[src/rtl/reg_file_pkg.sv]
// Shared types and sizing helpers for the context-saving register file.
package reg_file_pkg;

   typedef enum logic [1:0] {
      IDLE    = 2'd0,
      SAVE    = 2'd1,
      RESTORE = 2'd2,
      DONE    = 2'd3
   } xfer_state_t;

   // Total entry count: general registers plus the accumulator.
   function automatic int unsigned num_entries(input int unsigned pw);
      return (32'd1 << pw) + 32'd1;
   endfunction

   // The accumulator sits directly above the last general register.
   function automatic int unsigned acc_index(input int unsigned pw);
      return 32'd1 << pw;
   endfunction

endpackage

[src/rtl/reg_xfer_fsm.sv]
// Context-transfer sequencer: walks every entry index once, either presenting
// it on the save stream or accepting it from the restore stream.
//
//   state   | meaning
//   --------+-----------------------------------------------------------
//   IDLE    | datapath owns the register file, waiting for save/restore
//   SAVE    | streaming entry[cnt] out, advance on sv_valid && sv_ready
//   RESTORE | loading entry[cnt] from rs_dat, advance on rs_valid
//   DONE    | one-cycle completion pulse, then back to IDLE
module reg_xfer_fsm
   import reg_file_pkg::*;
#(
   parameter int PW = 4
)
(
   input  logic        clk,
   input  logic        reset,
   input  logic        save_req,
   input  logic        restore_req,
   input  logic        sv_ready,
   input  logic        rs_valid,
   output logic        busy,
   output logic        done,
   output logic        sv_valid,
   output logic        rs_ready,
   output logic [PW:0] idx,
   output logic        ld_en
);

   localparam int unsigned LAST_I = acc_index(PW);
   localparam logic [PW:0] LAST   = LAST_I[PW:0];

   xfer_state_t state;
   logic [PW:0] cnt;

   assign idx   = cnt;
   // rs_ready is exactly (state == RESTORE), so this is the restore handshake.
   assign ld_en = (state == RESTORE) && rs_valid;

   // State, counter and all handshake/status outputs are registered together.
   always_ff @(posedge clk or posedge reset) begin
      if (reset) begin
         state    <= IDLE;
         cnt      <= '0;
         busy     <= 1'b0;
         done     <= 1'b0;
         sv_valid <= 1'b0;
         rs_ready <= 1'b0;
      end else begin
         done <= 1'b0;
         unique case (state)
            IDLE: begin
               if (save_req) begin
                  state    <= SAVE;
                  cnt      <= '0;
                  busy     <= 1'b1;
                  sv_valid <= 1'b1;
               end else if (restore_req) begin
                  state    <= RESTORE;
                  cnt      <= '0;
                  busy     <= 1'b1;
                  rs_ready <= 1'b1;
               end
            end
            SAVE: begin
               if (sv_valid && sv_ready) begin
                  if (cnt == LAST) begin
                     state    <= DONE;
                     sv_valid <= 1'b0;
                     done     <= 1'b1;
                  end else begin
                     cnt <= cnt + 1'b1;
                  end
               end
            end
            RESTORE: begin
               if (rs_valid && rs_ready) begin
                  if (cnt == LAST) begin
                     state    <= DONE;
                     rs_ready <= 1'b0;
                     done     <= 1'b1;
                  end else begin
                     cnt <= cnt + 1'b1;
                  end
               end
            end
            DONE: begin
               state <= IDLE;
               busy  <= 1'b0;
            end
            default: begin
               state    <= IDLE;
               busy     <= 1'b0;
               sv_valid <= 1'b0;
               rs_ready <= 1'b0;
            end
         endcase
      end
   end

endmodule

[src/rtl/reg_file_ctx.sv]
// Register file with 2**PW general registers plus an accumulator, two
// combinational read ports with optional write forwarding, and a save/restore
// stream for spilling and refilling the whole register state.
module reg_file_ctx
   import reg_file_pkg::*;
#(
   parameter int DW     = 8,
   parameter int PW     = 4,
   parameter int BYPASS = 1
)
(
   input  logic          clk,
   input  logic          reset,
   input  logic [DW-1:0] dat_in,
   input  logic          wr_en,
   input  logic [PW:0]   wr_addr,
   input  logic [PW-1:0] rd_addrA,
   input  logic [PW-1:0] rd_addrB,
   output logic [DW-1:0] datA_out,
   output logic [DW-1:0] datB_out,
   output logic [DW-1:0] acc,
   input  logic          save_req,
   input  logic          restore_req,
   output logic          busy,
   output logic          done,
   output logic          sv_valid,
   input  logic          sv_ready,
   output logic [PW:0]   sv_addr,
   output logic [DW-1:0] sv_dat,
   input  logic          rs_valid,
   output logic          rs_ready,
   input  logic [DW-1:0] rs_dat
);

   localparam int          NUM     = num_entries(PW);
   localparam int unsigned ACC_I   = acc_index(PW);
   localparam logic [PW:0] ACC_IDX = ACC_I[PW:0];

   logic [DW-1:0] mem [NUM];
   logic [PW:0]   idx;
   logic          ld_en;
   logic          wr_ok;
   logic          fwd;
   logic [PW:0]   rd_a_idx;
   logic [PW:0]   rd_b_idx;

   reg_xfer_fsm #(.PW(PW)) u_xfer (
      .clk         (clk),
      .reset       (reset),
      .save_req    (save_req),
      .restore_req (restore_req),
      .sv_ready    (sv_ready),
      .rs_valid    (rs_valid),
      .busy        (busy),
      .done        (done),
      .sv_valid    (sv_valid),
      .rs_ready    (rs_ready),
      .idx         (idx),
      .ld_en       (ld_en)
   );

   // Datapath writes only land while the sequencer is idle; addresses above
   // the accumulator are silently dropped.
   assign wr_ok    = wr_en && !busy && (wr_addr <= ACC_IDX);
   assign fwd      = (BYPASS != 0) && wr_ok;
   assign rd_a_idx = {1'b0, rd_addrA};
   assign rd_b_idx = {1'b0, rd_addrB};

   // Restore data is never forwarded: it appears on the read ports the cycle
   // after it is stored.
   assign datA_out = (fwd && (wr_addr == rd_a_idx)) ? dat_in : mem[rd_a_idx];
   assign datB_out = (fwd && (wr_addr == rd_b_idx)) ? dat_in : mem[rd_b_idx];
   assign acc      = (fwd && (wr_addr == ACC_IDX))  ? dat_in : mem[ACC_IDX];

   // Save stream reads straight from storage at the sequencer index, so it
   // holds steady while the sink stalls.
   assign sv_addr = idx;
   assign sv_dat  = mem[idx];

   // Entry storage: restore loads take precedence over (blocked) datapath writes.
   always_ff @(posedge clk or posedge reset) begin
      if (reset) begin
         for (int i = 0; i < NUM; i++) begin
            mem[i] <= '0;
         end
      end else if (ld_en) begin
         mem[idx] <= rs_dat;
      end else if (wr_ok) begin
         mem[wr_addr] <= dat_in;
      end
   end

endmodule
[config.mk]
export PLATFORM = sky130hd
export DESIGN_NAME = reg_file_ctx
export DESIGN_NICKNAME = d
export VERILOG_FILES = /design/src/rtl/reg_file_pkg.sv /design/src/rtl/reg_xfer_fsm.sv /design/src/rtl/reg_file_ctx.sv
export SDC_FILE = /design/constraint.sdc
export NUM_CORES = 1
export LEC_CHECK = 0
export ABC_AREA = 0
export CELL_PAD_IN_SITES_DETAIL_PLACEMENT = 1
export CELL_PAD_IN_SITES_GLOBAL_PLACEMENT = 2
export CORE_MARGIN = 10
export CORE_UTILIZATION = 27
export CTS_CLUSTER_DIAMETER = 60
export DETAILED_ROUTE_END_ITERATION = 12
export PLACE_DENSITY_LB_ADDON = 0.25
export SLEW_MARGIN = 0
export SYNTH_ARGS = -nofsm -noshare
export SYNTH_HDL_FRONTEND = slang
export SYNTH_HIERARCHICAL = 1
export SYNTH_SLANG_ARGS = --single-unit
[constraint.sdc]
create_clock -name clk -period 13.7 [get_ports clk]
set_input_delay 2.74 -clock clk [delete_from_list [all_inputs] [get_ports clk]]
set_output_delay 2.74 -clock clk [all_outputs]
set_load 0.1 [all_outputs]
# == Word-level counts from Yosys, hierarchy flattened ==
# Index checks and enable logic that the tools add are counted.
# op_classes
bitwise_logic,4
n_eq_ne,15
n_lt_le_gt_ge,7
add_sub_neg,1
n_mux,46
reduce_logical,22
# op_table
cell,n
136-bit bitwise mux,2
136-bit 2-to-1 mux,2
8-bit binary-select mux with 5-bit select,3
8-bit 2-to-1 mux,11
8-bit demux with 5-bit select,2
5-bit 2-to-1 mux,5
"6-bit greater-or-equal comparator, second input constant",4
5-bit case mux with 3 select lines,1
"6-bit by 1-bit < comparator with 1-bit output, second input constant",2
4-bit NOT with 6-bit output,2
5-bit NOT with 6-bit output,2
5-bit by 4-bit equality test with 1-bit output,2
"5-bit equality test, second input constant",2
1-bit logical AND,10
1-bit 2-to-1 mux,10
2-bit 2-to-1 mux,5
"2-bit != test, second input constant",5
1-bit case mux with 2 select lines,4
2-bit case mux with 4 select lines,1
4-bit AND reduction,2
2-bit nonzero test,4
"5-bit by 1-bit adder with 5-bit output, second input constant",1
"5-bit <= comparator, second input constant",1
5-bit AND reduction,1
other kinds (9),11
# word_totals
reg_bits,147
output_inout_bits,41
word_cells,118

# == Logic depth before layout (Yosys ltp) ==
# Gate-level depths: netlist of the first run.
# depth
word_depth,8
mapped_depth,9
ltp_nobuf,7

# == Cells and area by module ==
# Netlist of the first run, hierarchy kept.
# modules_own_cells
mod,instances,cells_each,area_per_inst_um2
reg_file_ctx,1,796,10597.7
reg_xfer_fsm,1,76,724.4

# == Least setup slack after synthesis of the first run ==
# No wires, ideal clock.
# synth_timing
path_kind,input port to output port
start,input rd_addrA[0]
end,output datA_out[6]
n_path_buf,2
slack_ns,6.418
t_arrival_ns,4.542
required_ns,10.960
cell_stages,6
cell_sequence,buf_2 > buf_2 > mux4_2 > mux2i_1 > mux2i_1 > mux2_2
# synth_via
elab_chain_len,5
# synth_lines
element,line_no,text
from (decl),reg_file_ctx.sv:17,"input logic [PW-1:0] rd_addrA,"
4-bit NOT with 6-bit output (not written as such),reg_file_ctx.sv:71,assign datA_out = (fwd && (wr_addr == rd_a_idx)) ? dat_in : mem[rd_a_idx];
8-bit binary-select mux with 5-bit select,reg_file_ctx.sv:71,
8-bit 2-to-1 mux (not written as such) (2 in series),reg_file_ctx.sv:71,
8-bit 2-to-1 mux *,reg_file_ctx.sv:71,
to (decl),reg_file_ctx.sv:19,"output logic [DW-1:0] datA_out,"
# Mark *: on every way between the ends. The rest lies on a longest branch, timed or not. The select of a mux whose other input is x is not followed.

# == Worst setup path after layout of the first run ==
# layout_timing
start,input wr_addr[0]
end,output acc[4]
# layout_via
elab_chain_len,4
# layout_lines
element,line_no,text
from (decl),reg_file_ctx.sv:16,"input logic [PW:0] wr_addr,"
5-bit <= comparator,reg_file_ctx.sv:64,assign wr_ok = wr_en && !busy && (wr_addr <= ACC_IDX);
1-bit logical AND,reg_file_ctx.sv:64,
1-bit logical AND *,reg_file_ctx.sv:73,assign acc = (fwd && (wr_addr == ACC_IDX)) ? dat_in : mem[ACC_IDX];
8-bit 2-to-1 mux *,reg_file_ctx.sv:73,
to (decl),reg_file_ctx.sv:21,"output logic [DW-1:0] acc,"
# Mark *: on every way between the ends. The rest lies on a longest branch, timed or not.

==> results of run 1 <==
## worst max-delay path by stage
stage	startpoint	endpoint	slack (ns)	cells after the start
6_report	wr_addr[0]	acc[4]	4.93	5
5_1_grt	wr_addr[0]	acc[3]	4.85	5
4_1_cts	wr_addr[0]	acc[6]	4.98	5
3_5_place_dp	wr_addr[0]	acc[6]	4.99	5
3_3_place_gp	wr_addr[0]	acc[5]	5.06	5
2_1_floorplan	rd_addrA[0]	datA_out[6]	6.42	6
## cells in the final DEF, fill, tap and decap left out, types with 10 or more instances in the layout
cell type,count
mux2_4,16
o2bb2ai_4,10
mux4_2,90
nor2_1,12
clkdlybuf4s50_1,72
a21oi_1,13
o2bb2ai_1,128
dfrtp_1,145
mux2_2,145
nor2b_1,10
buf_4,14
nand2_1,29
o21ai_0,10
mux2i_1,57
clkbuf_16,17
nand3_1,13
## per-stage QoR
step	setup slack (ns)	util (%)	total power [W]	cell area (um2)
global placement	5.06	30.4	0.00113	12500
CTS	4.98	32.0	0.00169	13200
finish	4.93	32.0	0.00167	13200
floorplan	6.42	-	0.000944	11300
detailed placement	4.99	30.4	0.00114	12500
global route	4.85	32.0	0.00174	13200
## layout make-up
class / instances / area, um2 / share of cell area [%]
Multi-Input combinational cell: 640 / 7280 / 55.3
Sequential cell: 147 / 3680 / 27.9
Timing Repair Buffer: 90 / 846 / 6.42
Tap cell: 532 / 666 / 5.05
Clock buffer: 23 / 488 / 3.70
Clock inverter: 8 / 171 / 1.30
Inverter: 10 / 42.5 / 0.323
## power groups by stage
stage | Sequential [W] | Clock, W | Combinational, W
global route | 0.000523 | 0.000574 | 0.000644
detailed placement | 0.000526 | 0 | 0.000612
global placement | 0.000524 | 0 | 0.000607
CTS | 0.000518 | 0.000555 | 0.000614
floorplan | 0.000535 | 0 | 0.000409
finish | 0.000516 | 0.000546 | 0.000610
## registers in the layout, summed over array words and instances, names as in the netlist
signal	flops
mem	136
u_xfer/idx	5
u_xfer/state	2
u_xfer/busy	1
u_xfer/done	1
u_xfer/rs_ready	1
u_xfer/sv_valid	1
## routing by layer
| layer | vias up | part of all wire (%) | global-route usage, % |
|---|---|---|---|
| li1 | 3604 | - | - |
| met1 | 4653 | 47 | 25.4 |
| met2 | 252 | 47 | 29.2 |
| met3 | 26 | 5.6 | 4.10 |
| met4 | 2 | 0.99 | 3.47 |
| met5 | - | 0.015 | 0 |
## cells by family (layout without fill, tap and decap cells)
kind of cell    after synthesis  after routing
buf+inv                      85            131
fa+ha+maj                     6              6
simple gates                108            108
compound gates              209            209
xor+xnor                      8              8
flops                       147            147
mux                         309            309
## worst register-to-register path: cells and delay by family, from the launching register on
family / cells / cell delay, ns
buffers and inverters: 1 / 0.60
DFF: 1 / 0.68
muxes: 1 / 0.40
AOI/OAI and AO/OA: 1 / 0.64
and+or+nand+nor: 2 / 1.10
==> results.yml, run 1 <==
layout:
  final.fill_count: 4415
  nets: 948
  n_antenna_cell: 0
  layout.cells.non_filler: 1450
  drive_above_1_share_pct: 38.1
  syn2layout_area_growth_pct: 16.4
yosys:
  yosys.area_share.adder_pct: 0.663
  netlist_area_um2: 11300
  synth.yosys.seq_area_share_pct: 32.5
  synth_top_area_share_pct: 32.5
  synth_xor_area_share_pct: 0.619
  synth_top_area_cell: "dfrtp_1"
  synthCells: 872
  yosysMostFrequentCell: "dfrtp_1"
  synth_mux_area_share_pct: 39.6
  synth_top_family_by_area: "multiplexers"
  synthTopCellsByArea: "dfrtp_1 32%, mux4_2 18%, mux2_2 14%"
  ys_types: 60
  ys.flop_type: "dfrtp_1"
  synth_compound_area_share_pct: 17.4
  yosysWarnings: 6
  syn_avg_cell_area_um2: 13.0
  yosys.area_share.simple_pct: 5.93
  synth-async-reset-ratio_pct: 100
  synth_edf_count: 0
  syn_nets: 914
  ys_seq_elements: 147
  netlist_top_cells_count: "147 x dfrtp_1, 145 x mux2_2, 128 x o2bb2ai_1, 90 x mux4_2, 57 x mux2i_1"
pwr:
  sw_frac_of_total_pct: 40.1
  p_int_w: 0.00100
  p_sw_w: 0.000671
  power_frac_comb_pct: 36.5
  sequentialPowerShare_pct: 30.9
  clockPowerShare_pct: 32.7
  power_density_nw_per_um2: 127
  power_leakage_nw: 5.10
  ir_drop_v: 0.0000793
worst_hold_path:
  min_path_cells: 1
  min_path_type: "flop to flop"
  worstHoldEndpoint: "mem[13]"
  min_from: "mem[13]"
setup_path:
  worstSetupEndpointType: "output port"
  cp-start-kind: "input pin"
  critPathRequiredTime_ns: 10.96
  crit_top_cell: "clkdlybuf4s50_1"
  cp_max_fo: 11
  crit_family: "buffers and inverters"
  crit_slowest_cell: "clkdlybuf4s50_1"
  max_stage_delay_ns: 1.14
  reg2reg_setup_slack_ns: 10.16
  crit_buf_inv: 2
  reg2reg_from: "u_xfer/idx[0]"
  rr_worst_depth: 5
  arrival_ns: 6.03
  regToRegEndpoint: "mem[61]"
  path_cells: "clkdlybuf4s50_1, nor4_2, nand4b_2, mux2_2, clkdlybuf4s50_1"
  critPathKind: "input pin to output port"
sta:
  period_share_pct: 64.0
  rsz0062_at_grt: "no"
  setup_viol: 0
  holdWs_ns: 0.558
  fin_crit_ns: 8.77
  max-slew-margin-rel_pct: 21.5
  max_freq_mhz: 114
  timing_hold_violations_final: 0
  tightest_slew_ns: 1.17
  drv_slew: 0
  final.setup_skew_ns: 0.0123
  tns_ns: 0
clock_tree:
  cts_sinks: 147
  cts-resized-gates: 0
  clkTransAtPathRegs_ns: 0.06
  numCtsBuffers: 17
  insertion_delay_ns: 0.45
  htreeDepth: 4
  cts_buffer_depth: 2
  tritoncts: "yes"
  cts_root_buf: "clkbuf_16"
  postCtsSetupRepairBufs: 0
  holdBufCountCts: 0
routing:
  drcViolationCount: 0
  wl_per_cell_um: 31.9
  drt-total-wl_um: 46300
  detail-route-antenna-nets: 0
  drtPass1Iterations: 5
  drt_iter0_drc: 619
  via_count: 8537
  viasPerCell: 5.89
place:
  place.gp.congestion: 0.828
  hpwlAfterDp_um: 32100
  dp.cells: 1419
  numPortBuffers: 76
die:
  die_x_um: 225
  placement_rows: 74
  fp.coreArea_um2: 41100
  die_h_um: 225
  initial_core_util_pct: 27.5
  die_area_um2: 50500
  ios: 77
global_routing:
  grt_pass1_wl_um: 68200
  grt_max_degree: 73
  grt_antenna_before_repair: 1
  grt_usage_pct: 18.4
  grt_pass1_vias: 9126
  grt.overflow.total: 0
job:
  cap_violations: 0
status:
  status: "completed"
Power figures use the tool's default switching activity.
==> run 2: changes to the inputs <==
Clock period 13.7 ns to 8.3 ns, I/O delays scaled along.
==> results.yml, run 2 (same netlist as run 1, synthesis figures left out) <==
clock_tree:
  clkTransAtPathRegs_ns: 0.06
  htreeDepth: 4
  numCtsBuffers: 17
  cts-resized-gates: 0
  postCtsSetupRepairBufs: 0
  cts_sinks: 147
  insertion_delay_ns: 0.44
  tritoncts: "yes"
  cts_root_buf: "clkbuf_16"
  cts_buffer_depth: 2
  holdBufCountCts: 0
place:
  hpwlAfterDp_um: 32200
  numPortBuffers: 76
  place.gp.congestion: 0.815
pwr:
  ir_drop_v: 0.000134
  p_int_w: 0.00160
  power_density_nw_per_um2: 207
  sequentialPowerShare_pct: 32.1
  clockPowerShare_pct: 31.7
  p_sw_w: 0.00112
  power_frac_comb_pct: 36.2
  power_leakage_nw: 5.12
  sw_frac_of_total_pct: 41.2
routing:
  viasPerCell: 5.87
  via_count: 8532
  drcViolationCount: 0
  drt_iter0_drc: 585
  drtPass1Iterations: 5
  detail-route-antenna-nets: 0
  drt-total-wl_um: 45900
  wl_per_cell_um: 31.5
die:
  fp.coreArea_um2: 41100
  die_area_um2: 50500
  placement_rows: 74
  die_h_um: 225
  ios: 77
  initial_core_util_pct: 27.5
  die_x_um: 225
layout:
  largest-register: "mem"
  syn2layout_area_growth_pct: 16.0
  n_antenna_cell: 0
  final.fill_count: 4438
  nets: 951
  layout_common_cells: "145 x mux2_2, 145 x dfrtp_1, 128 x o2bb2ai_1, 90 x mux4_2, 57 x mux2i_1"
  drive_above_1_share_pct: 40.2
  seqCellArea_um2: 3680
  multi_input_area_um2: 7280
  largest_reg_flops: 136
global_routing:
  grt_max_degree: 70
  grt_pass1_wl_um: 66700
  grt.overflow.total: 0
  grt_pass1_vias: 8889
  grt_antenna_before_repair: 0
  grt_usage_pct: 18.1
setup_path:
  arrival_ns: 4.87
  critPathRequiredTime_ns: 6.64
  cp_max_fo: 11
  cp-start-kind: "input pin"
  reg2reg_from: "u_xfer/idx[3]"
  worstSetupEndpointType: "output port"
  startpoint: "wr_addr[0]"
  rr_worst_depth: 4
  critPathKind: "input pin to output port"
status:
  status: "completed"
sta:
  timing_hold_violations_final: 0
  max-slew-margin-rel_pct: 13.4
  period_share_pct: 78.7
  tightest_slew_ns: 1.29
  final.setup_skew_ns: 0.00807
  tns_ns: 0
  setup_viol: 0
  rsz0062_at_grt: "no"
  drv_slew: 0
  holdWs_ns: 0.554
  fin_crit_ns: 6.53
  max_freq_mhz: 153
job:
  cap_violations: 0
worst_hold_path:
  min_path_type: "flop to flop"
  min_path_cells: 1
  min_from: "mem[0]"
-- run 2: cell types whose count changed in the layout (fill, tap and decap cells not counted), sizes merged --
cell	previous run	this run
clkinv	1	4
clkinvlp	1	3
inv	11	13
bufinv	5	4
clkbuf	23	18
buf	18	37
clkdlybuf4s50	72	56
-- run 2: stage by stage --
step,instances,cell area (um2),util [%],power [W],worst slack (ns)
floorplan,872,11300,-,0.00156,2.13
global placement,1422,12500,30.4,0.00186,1.82
detailed placement,1422,12500,30.4,0.00187,1.75
CTS,1454,13100,31.9,0.00274,1.75
global route,1454,13100,31.9,0.00283,1.61
finish,1454,13100,31.9,0.00271,1.77
-- run 2: cell type report --
type / instances / area share [%]
timing repair buffer: 93 / 6.31
clock inverter: 14 / 1.54
sequential: 147 / 28.0
clock buffer: 18 / 3.27
tap: 532 / 5.07
inverter: 10 / 0.324
multi-input combinational: 640 / 55.5
-- run 2: power groups by stage --
stage               Clock [W]  Combinational, W  Sequential (W)
finish               0.000860          0.000983        0.000870
global route         0.000907           0.00104        0.000882
CTS                  0.000880          0.000989        0.000873
detailed placement          0          0.000986        0.000887
global placement            0          0.000980        0.000885
floorplan                   0          0.000675        0.000884
-- run 2: critical path, stage by stage --
cell and delay, ns:
clkdlybuf4s50_1 0.74, nor4_2 0.41, nand4b_2 0.52, mux2_2 0.39
clkdlybuf4s50_1 1.15
-- run 2: path summary, 6_finish.rpt --
path | end | slack (ns)
worst min-delay path | mem[0] | 0.55
worst min register to register | mem[0] | 0.55
max in group asynchronous | mem[90] | 5.16
worst max-delay path | acc[2] | 1.77
min in group asynchronous | u_xfer/busy | 1.67
worst max register to register | mem[9] | 4.43
-- run 2: per-layer routing --
layer | track usage (%) | up-vias | part of all wire [%]
met4 | 4.80 | 0 | 2.0
met3 | 3.72 | 47 | 5.2
met2 | 28.3 | 257 | 46
met5 | 0 | - | 0
met1 | 25.0 | 4614 | 47
li1 | - | 3614 | -
